`src/rtl/frost32_mem_arbiter.sv`:
```
// frost32_mem_arbiter
//   Shares the single Frost32 main-memory port between instruction fetch and
//   load/store data access. One transaction is in flight at a time and walks
//   IDLE -> ISSUE -> WAIT -> RESP. Read data is zero-extended by access size.
//
//   Optional build macro: FROST32_MEM_ARB_ALIGN_CHECK_EN
//     When defined, a misaligned data access is not sent to memory. It goes
//     straight from IDLE to RESP and completes with data_err = 1 and
//     data_rdata = 0. Fetch addresses are never checked.
//     When undefined, data_err is tied low and every access is forwarded.

module frost32_mem_arbiter #(
  parameter int unsigned MEM_LATENCY  = 1,  // 1..15
  parameter int unsigned STARVE_LIMIT = 4   // 1..15
) (
  input  logic        clk,
  input  logic        rst,

  input  logic        fetch_req,
  input  logic [31:0] fetch_addr,
  output logic        fetch_ack,
  output logic [31:0] fetch_rdata,

  input  logic        data_req,
  input  logic [31:0] data_addr,
  input  logic [31:0] data_wdata,
  input  logic        data_access_type,
  input  logic [1:0]  data_access_size,
  output logic        data_ack,
  output logic [31:0] data_rdata,
  output logic        data_err,

  output logic        busy,

  output logic        mem_req,
  output logic [31:0] mem_addr,
  output logic [31:0] mem_wdata,
  output logic        mem_access_type,
  output logic [1:0]  mem_access_size,
  input  logic [31:0] mem_rdata
);

  typedef enum logic [1:0] {
    ST_IDLE  = 2'd0,
    ST_ISSUE = 2'd1,
    ST_WAIT  = 2'd2,
    ST_RESP  = 2'd3
  } state_t;

  typedef enum logic {
    OWN_FETCH = 1'b0,
    OWN_DATA  = 1'b1
  } owner_t;

  localparam logic [3:0] LAT   = 4'(MEM_LATENCY);
  localparam logic [3:0] LIMIT = 4'(STARVE_LIMIT);

  state_t      r_state;
  owner_t      r_owner;
  logic [3:0]  r_lat_cnt;
  logic [3:0]  r_starve_cnt;
  logic        r_busy;
  logic        r_fetch_ack;
  logic        r_data_ack;
  logic [31:0] r_fetch_rdata;
  logic [31:0] r_data_rdata;
  logic        r_mem_req;
  logic [31:0] r_mem_addr;
  logic [31:0] r_mem_wdata;
  logic        r_mem_access_type;
  logic [1:0]  r_mem_access_size;

  logic        w_grant_fetch;
  logic        w_grant_data;
  logic        w_misaligned;
  logic        w_err_grant;
  logic [31:0] w_rdata_zext;

  // Fetch wins when it is alone, or when data has starved it for LIMIT grants.
  assign w_grant_fetch = fetch_req && (!data_req || (r_starve_cnt == LIMIT));
  assign w_grant_data  = data_req && !w_grant_fetch;

`ifdef FROST32_MEM_ARB_ALIGN_CHECK_EN
  assign w_misaligned = ((data_access_size == 2'd1) && data_addr[0]) ||
                        (data_access_size[1] && (data_addr[1:0] != 2'b00));
`else
  assign w_misaligned = 1'b0;
`endif

  // A misaligned data grant bypasses the memory bus entirely.
  assign w_err_grant = (r_state == ST_IDLE) && w_grant_data && w_misaligned;

  // Zero-extend the returned word according to the latched size code.
  always_comb begin
    w_rdata_zext = mem_rdata;
    case (r_mem_access_size)
      2'd0:    w_rdata_zext = {24'b0, mem_rdata[7:0]};
      2'd1:    w_rdata_zext = {16'b0, mem_rdata[15:0]};
      default: w_rdata_zext = mem_rdata;
    endcase
  end

  // Arbitration, transaction sequencing and all registered outputs.
  always_ff @(posedge clk or posedge rst) begin
    if (rst) begin
      r_state           <= ST_IDLE;
      r_owner           <= OWN_FETCH;
      r_lat_cnt         <= 4'd0;
      r_starve_cnt      <= 4'd0;
      r_busy            <= 1'b0;
      r_fetch_ack       <= 1'b0;
      r_data_ack        <= 1'b0;
      r_fetch_rdata     <= 32'd0;
      r_data_rdata      <= 32'd0;
      r_mem_req         <= 1'b0;
      r_mem_addr        <= 32'd0;
      r_mem_wdata       <= 32'd0;
      r_mem_access_type <= 1'b0;
      r_mem_access_size <= 2'd0;
    end else begin
      // NOTE: non-blocking assignments throughout; the strobes below default low
      // every cycle and are raised only on the edge that enters their state,
      // which makes them exact one-cycle pulses without extra clear logic.
      r_mem_req   <= 1'b0;
      r_fetch_ack <= 1'b0;
      r_data_ack  <= 1'b0;

      case (r_state)
        ST_IDLE: begin
          if (!fetch_req || w_grant_fetch) begin
            r_starve_cnt <= 4'd0;
          end else if (w_grant_data && (r_starve_cnt != LIMIT)) begin
            r_starve_cnt <= r_starve_cnt + 4'd1;
          end

          if (w_grant_fetch || w_grant_data) begin
            r_busy            <= 1'b1;
            r_owner           <= w_grant_fetch ? OWN_FETCH : OWN_DATA;
            r_mem_addr        <= w_grant_fetch ? fetch_addr : data_addr;
            r_mem_wdata       <= w_grant_fetch ? 32'd0 : data_wdata;
            r_mem_access_type <= w_grant_fetch ? 1'b0 : data_access_type;
            r_mem_access_size <= w_grant_fetch ? 2'd2 : data_access_size;
            if (w_err_grant) begin
              r_state      <= ST_RESP;
              r_data_ack   <= 1'b1;
              r_data_rdata <= 32'd0;
            end else begin
              r_state   <= ST_ISSUE;
              r_mem_req <= 1'b1;
            end
          end
        end

        ST_ISSUE: begin
          r_lat_cnt <= LAT;
          r_state   <= ST_WAIT;
        end

        ST_WAIT: begin
          r_lat_cnt <= r_lat_cnt - 4'd1;
          if (r_lat_cnt == 4'd1) begin
            r_state <= ST_RESP;
            if (r_owner == OWN_FETCH) begin
              r_fetch_ack <= 1'b1;
              if (!r_mem_access_type) r_fetch_rdata <= w_rdata_zext;
            end else begin
              r_data_ack <= 1'b1;
              if (!r_mem_access_type) r_data_rdata <= w_rdata_zext;
            end
          end
        end

        ST_RESP: begin
          r_state <= ST_IDLE;
          r_busy  <= 1'b0;
        end

        default: r_state <= ST_IDLE;
      endcase
    end
  end

`ifdef FROST32_MEM_ARB_ALIGN_CHECK_EN
  logic r_data_err;

  // Error flag pulses together with the data_ack of a misaligned access.
  always_ff @(posedge clk or posedge rst) begin
    if (rst) r_data_err <= 1'b0;
    else     r_data_err <= w_err_grant;
  end

  assign data_err = r_data_err;
`else
  assign data_err = 1'b0;
`endif

  assign busy            = r_busy;
  assign fetch_ack       = r_fetch_ack;
  assign fetch_rdata     = r_fetch_rdata;
  assign data_ack        = r_data_ack;
  assign data_rdata      = r_data_rdata;
  assign mem_req         = r_mem_req;
  assign mem_addr        = r_mem_addr;
  assign mem_wdata       = r_mem_wdata;
  assign mem_access_type = r_mem_access_type;
  assign mem_access_size = r_mem_access_size;

endmodule

```
`config.mk`:
```
export PLATFORM = sky130hd
export DESIGN_NAME = frost32_mem_arbiter
export DESIGN_NICKNAME = d
export VERILOG_FILES = /design/src/rtl/frost32_mem_arbiter.sv
export SDC_FILE = /design/constraint.sdc
export NUM_CORES = 1
export LEC_CHECK = 0
export CORE_ASPECT_RATIO = 1.75
export CORE_MARGIN = 2
export CORE_UTILIZATION = 45
export CTS_BUF_LIST = sky130_fd_sc_hd__clkbuf_4 sky130_fd_sc_hd__clkbuf_8 sky130_fd_sc_hd__clkbuf_16
export CTS_CLUSTER_SIZE = 10
export DETAILED_ROUTE_END_ITERATION = 10
export GPL_ROUTABILITY_DRIVEN = 0
export PLACE_DENSITY = 0.84
export SYNTH_ARGS = -nofsm -noshare
export SYNTH_HDL_FRONTEND = slang
export SYNTH_SLANG_ARGS = --single-unit
```
`constraint.sdc`:
```
create_clock -name clk -period 15.2 [get_ports clk]
set_input_delay 3.8 -clock clk [delete_from_list [all_inputs] [get_ports clk]]
set_output_delay 3.8 -clock clk [all_outputs]
set_load 0.05 [all_outputs]
```
# Word-level counts from Yosys, hierarchy flattened
# Index checks and enable logic that the tools add are counted.
# Widths: inputs -> output; s select.
# op_classes
addsub	2
eq_ne	9
muxes	22
bitwise_logic	2
n_reduce_logical	20
# op_table
operator	n
$mux 32	2
$pmux 32 s2	1
$mux 1	11
$mux 4	2
$pmux 2 s4	1
$pmux 4 s2	1
$reduce_and 2->1	4
$reduce_and 4->1	2
$mux 2	3
$reduce_bool 2->1	3
$add 4x1->4 const B	1
$eq 2x1->1 const B	2
$eq 2x2->1 const B	2
$eq 4x1->1 const B	1
$eq 4x3->1 const B	1
$logic_not 2->1	2
$ne 4x3->1 const B	1
$sub 4x1->4 const B	1
$logic_and 1x1->1	3
$logic_not 1->1	3
$logic_or 1x1->1	3
$ne 2x1->1 const B	1
$ne 2x2->1 const B	1
$not 1->1	2
$pmux 1 s2	1
# totals
register_bits	146
inputBits	135
output_inout_bits	136
wordCells	69

# Logic depth before layout (Yosys ltp)
# logic_depth
ltp_word	8
mapped_depth	9

# Worst setup path after synthesis
# OpenSTA, ideal clock, no wires.
# synth_path
path_kind	input-to-reg
startpoint	input port fetch_req
endpoint	register r_mem_wdata[10], in the netlist mem_wdata[10]
setup_time_ns	0.133
arrival_ns	4.680
required_time_ns	15.067
path_slack_ns	10.386
cell_stages	7
cell_sequence	buf_2 > o21ai_2 > inv_2 > buf_2 > buf_2 > nand2_1 > o21ai_0
# synth_between
elab_chain_cells	5
elab_cells_between_ends	6
classes_between	mux: 1; reduce/logical: 5
# synth_rtl
item	line	text
from (decl)	19	input logic fetch_req,
$logic_and 1x1->1 (*)	80	assign w_grant_fetch = fetch_req && (!data_req || (r_starve_cnt == LIMIT));
$logic_not 1->1	81	assign w_grant_data = data_req && !w_grant_fetch;
$logic_and 1x1->1	81	
$logic_or 1x1->1	136	if (w_grant_fetch || w_grant_data) begin
$reduce_and 2->1 (no line)	n/a	
to (signal assigned)	140	r_mem_wdata <= w_grant_fetch ? 32'd0 : data_wdata;
to (decl)	69	logic [31:0] r_mem_wdata;
# Every way passes the cells marked *; elsewhere a longest branch is shown, timed or not.
# A chain may end at the register's enable or synchronous reset.

# Final worst setup path
# layout_path
startpoint	register r_mem_access_size[1], in the netlist mem_access_size[1]
endpoint	output port mem_access_size[1]
# layout_lines
item	line	text
from (decl)	71	logic [1:0] r_mem_access_size;
from (signal assigned)	142	r_mem_access_size <= w_grant_fetch ? 2'd2 : data_access_size;
to (decl)	39	output logic [1:0] mem_access_size,
# No word-level cell between the ends.

==> out/metrics.cfg <==
[setup_path]
path_class=reg -> out
required_ps=11400
path_max_fanout=19
end_kind=output pin
timing.rr.start=r_state[0]
arrival_ps=2120
rr_worst_depth=7
cp-start-kind=flip-flop
crit_buf_inv=1
reg2reg_slack_ps=12720
slowest_delay_ps=930
r2r_end=mem_wdata[23]
cp_top_family=buffers and inverters
worstPathCellList=clkdlybuf4s50_1
slowest_stage=clkdlybuf4s50_1

[grt]
first_global_vias=5878
antenna_found_initial=0
grt_max_degree=79
grt_remaining_overflow=0
grt_pass1_wl_um=29200
grt_usage=0.247

[route]
wl_per_cell_um=18.3
dr.pass1.iters=5
vias=5508
wirelength_um=18700
drc=0
antenna_left=0
viasPerCell=5.39
drt_iter0_markers=251

[placed_design]
placedInstanceArea_mm2=0.00923
dp.cells=990
io_buffers=269
hpwl_um=13100

[clock_network]
cts-buffers-inserted=17
cts_buffer_depth=2
cts_max_level=4
clkSlewWorstSetupHoldPaths_ps=70
tritoncts=yes
cts_resized=0
cts_setup_buffers=0
cts_root_buf=clkbuf_16
ctsHoldBuffers=0
clock-sinks=146
worstSkewPairLatency_ps=420

[power]
switchingPower_uw=1190
p_leak_uw=0.00426
p_int_uw=1360
swShare=0.467
finalPower_uw=2550
p_clk_frac=0.177
pwr-share-seq=0.269
irDropWorstVdd_uv=160
combPwrFrac=0.554
powerDensity_mw_per_mm2=258

[synth]
post_synth_num_cell_types=43
synth_cells=576
synthFlopType=dfrtp_1
ys_ff_latch=146
synth-edff-count=0
synth_fa_ha_area_frac=0.0136
syn-num-nets=718
ys_seq_area_frac=0.567
synthArstFlopShare=1.00
avgSynthCellArea_um2=11.2
yosys_warnings=0
synth-xor-area-share=0
yosys.area_share.simple=0.159
synth_compound_area_frac=0.0835
muxShareOfSynthArea=0.136
synth_top_family_by_area=simple AND/OR/NAND/NOR gates
synth_area_mm2=0.00644

[worst_hold_path]
min_path_cells=2
hp-start=mem_wdata[12]
min_to=mem_wdata[12]
hold_path_class=reg -> reg

[cells_and_area]
instances_no_fill=1022
fin_util=0.710
syn_to_final_growth_pct=53.1
final_common_cell=clkdlybuf4s50_1
seq_area_mm2=0.00365
multiInputGateArea_mm2=0.00254
most-common-layout-cells=clkdlybuf4s50_1, dfrtp_1, nand2_1, o21ai_0, mux2_2
drive_above_1_share=0.136
antenna_cells=0
nets=974
fin_area_mm2=0.00987
nFillCells=968

[status]
status=complete, no violations

[timing]
slew_headroom=0.238
maxSlewViolCount=0
final.min_clock_period_ps=5920
hold_violations=0
worstMarginPinSlew_ps=1140
grt_setup_unrepaired=false
post-route-period-util=0.390
setup_violations=0
finalSetupTns_ps=0
fmax_ghz=0.169
finClkSkew_ps=17.1

[run]
maxCapViolCount=0

[floorplan]
die_x_um=94.5
die_area_mm2=0.0153
core_mm2=0.0139
start_util=0.463
die_h_um=162
io_pins=271
rows=57

-- registers in the layout, indices dropped and copies added (netlist names) --
signal,flops
mem_access_size,2
r_starve_cnt,4
mem_addr,32
r_lat_cnt,4
mem_req,1
r_owner,1
mem_wdata,32
busy,1
data_rdata,32
fetch_rdata,32
mem_access_type,1
fetch_ack,1
data_ack,1
r_state,2
-- through the flow --
stage / hold WS [ps] / setup slack, ps
floorplan: 489 / 7480
global placement: 461 / 9240
detailed placement: 469 / 9090
CTS: 482 / 9280
global route: 509 / 9210
finish: 479 / 9280
-- synthesized netlist by cell type (2+ instances only) --
master    instances  area, um^2
buf_6             6        67.6
o211ai_1         32         240
dfrtp_1         146        3650
o21ai_1           2        10.0
nand2_1         137         514
and2_1           17         106
nor2_1            7        26.3
inv_1            11        41.3
nand3_1           2        10.0
mux2_4           30         450
mux2i_1           2        20.0
mux2_2           36         405
o21ai_0          39         195
ha_1              7        87.6
nor3_1            2        10.0
clkbuf_2          2        10.0
nand3b_1          2        15.0
buf_2            10        50.1
o22ai_1           2        12.5
nand4_1          33         206
nor2b_1           9        56.3
clkbuf_1         21        78.8
-- how the worst max path moves through the flow --
| stage | startpoint | endpoint | slack [ps] | depth (start not counted) |
|---|---|---|---|---|
| 2_1_floorplan | rst | busy | 7480 | 1 |
| 3_3_place_gp | data_req | mem_addr[7] | 9240 | 6 |
| 4_1_cts | mem_access_size[1] | mem_access_size[1] | 9280 | 1 |
| 5_1_grt | mem_access_size[1] | mem_access_size[1] | 9210 | 1 |
| 3_5_place_dp | data_req | mem_addr[2] | 9090 | 6 |
| 6_report | mem_access_size[1] | mem_access_size[1] | 9280 | 1 |
-- logic make-up (layout without fill, tap and decap cells) --
group / count (synthesis) / after routing
simple gates: 216 / 216
compound gates: 85 / 85
buf+inv: 53 / 322
mux: 68 / 68
other cells: 1 / 1
fa+ha+maj: 7 / 7
flops: 146 / 146
-- cell type report --
type	instances	share of cell area
clock inverter	14	0.0204
sequential	146	0.370
timing repair buffer	278	0.280
tap	177	0.0224
clock buffer	18	0.0445
multi-input combinational	377	0.258
inverter	12	0.00507
-- power by group through the flow --
stage	clock network [uW]	logic (uW)	registers (uW)
after floorplan	0	390	1230
final	451	1410	686
after detailed placement	0	1420	685
after global routing	477	1480	705
after global placement	0	1380	677
after CTS	457	1420	685
-- per-layer routing --
layer,global-route usage,wire [um],up-vias
met4,0.128,646,0
met3,0.0710,1570,50
met2,0.430,9900,295
li1,-,-,2493
met5,0,0,-
met1,0.268,6610,2670
(Power assumes the default switching activity.)
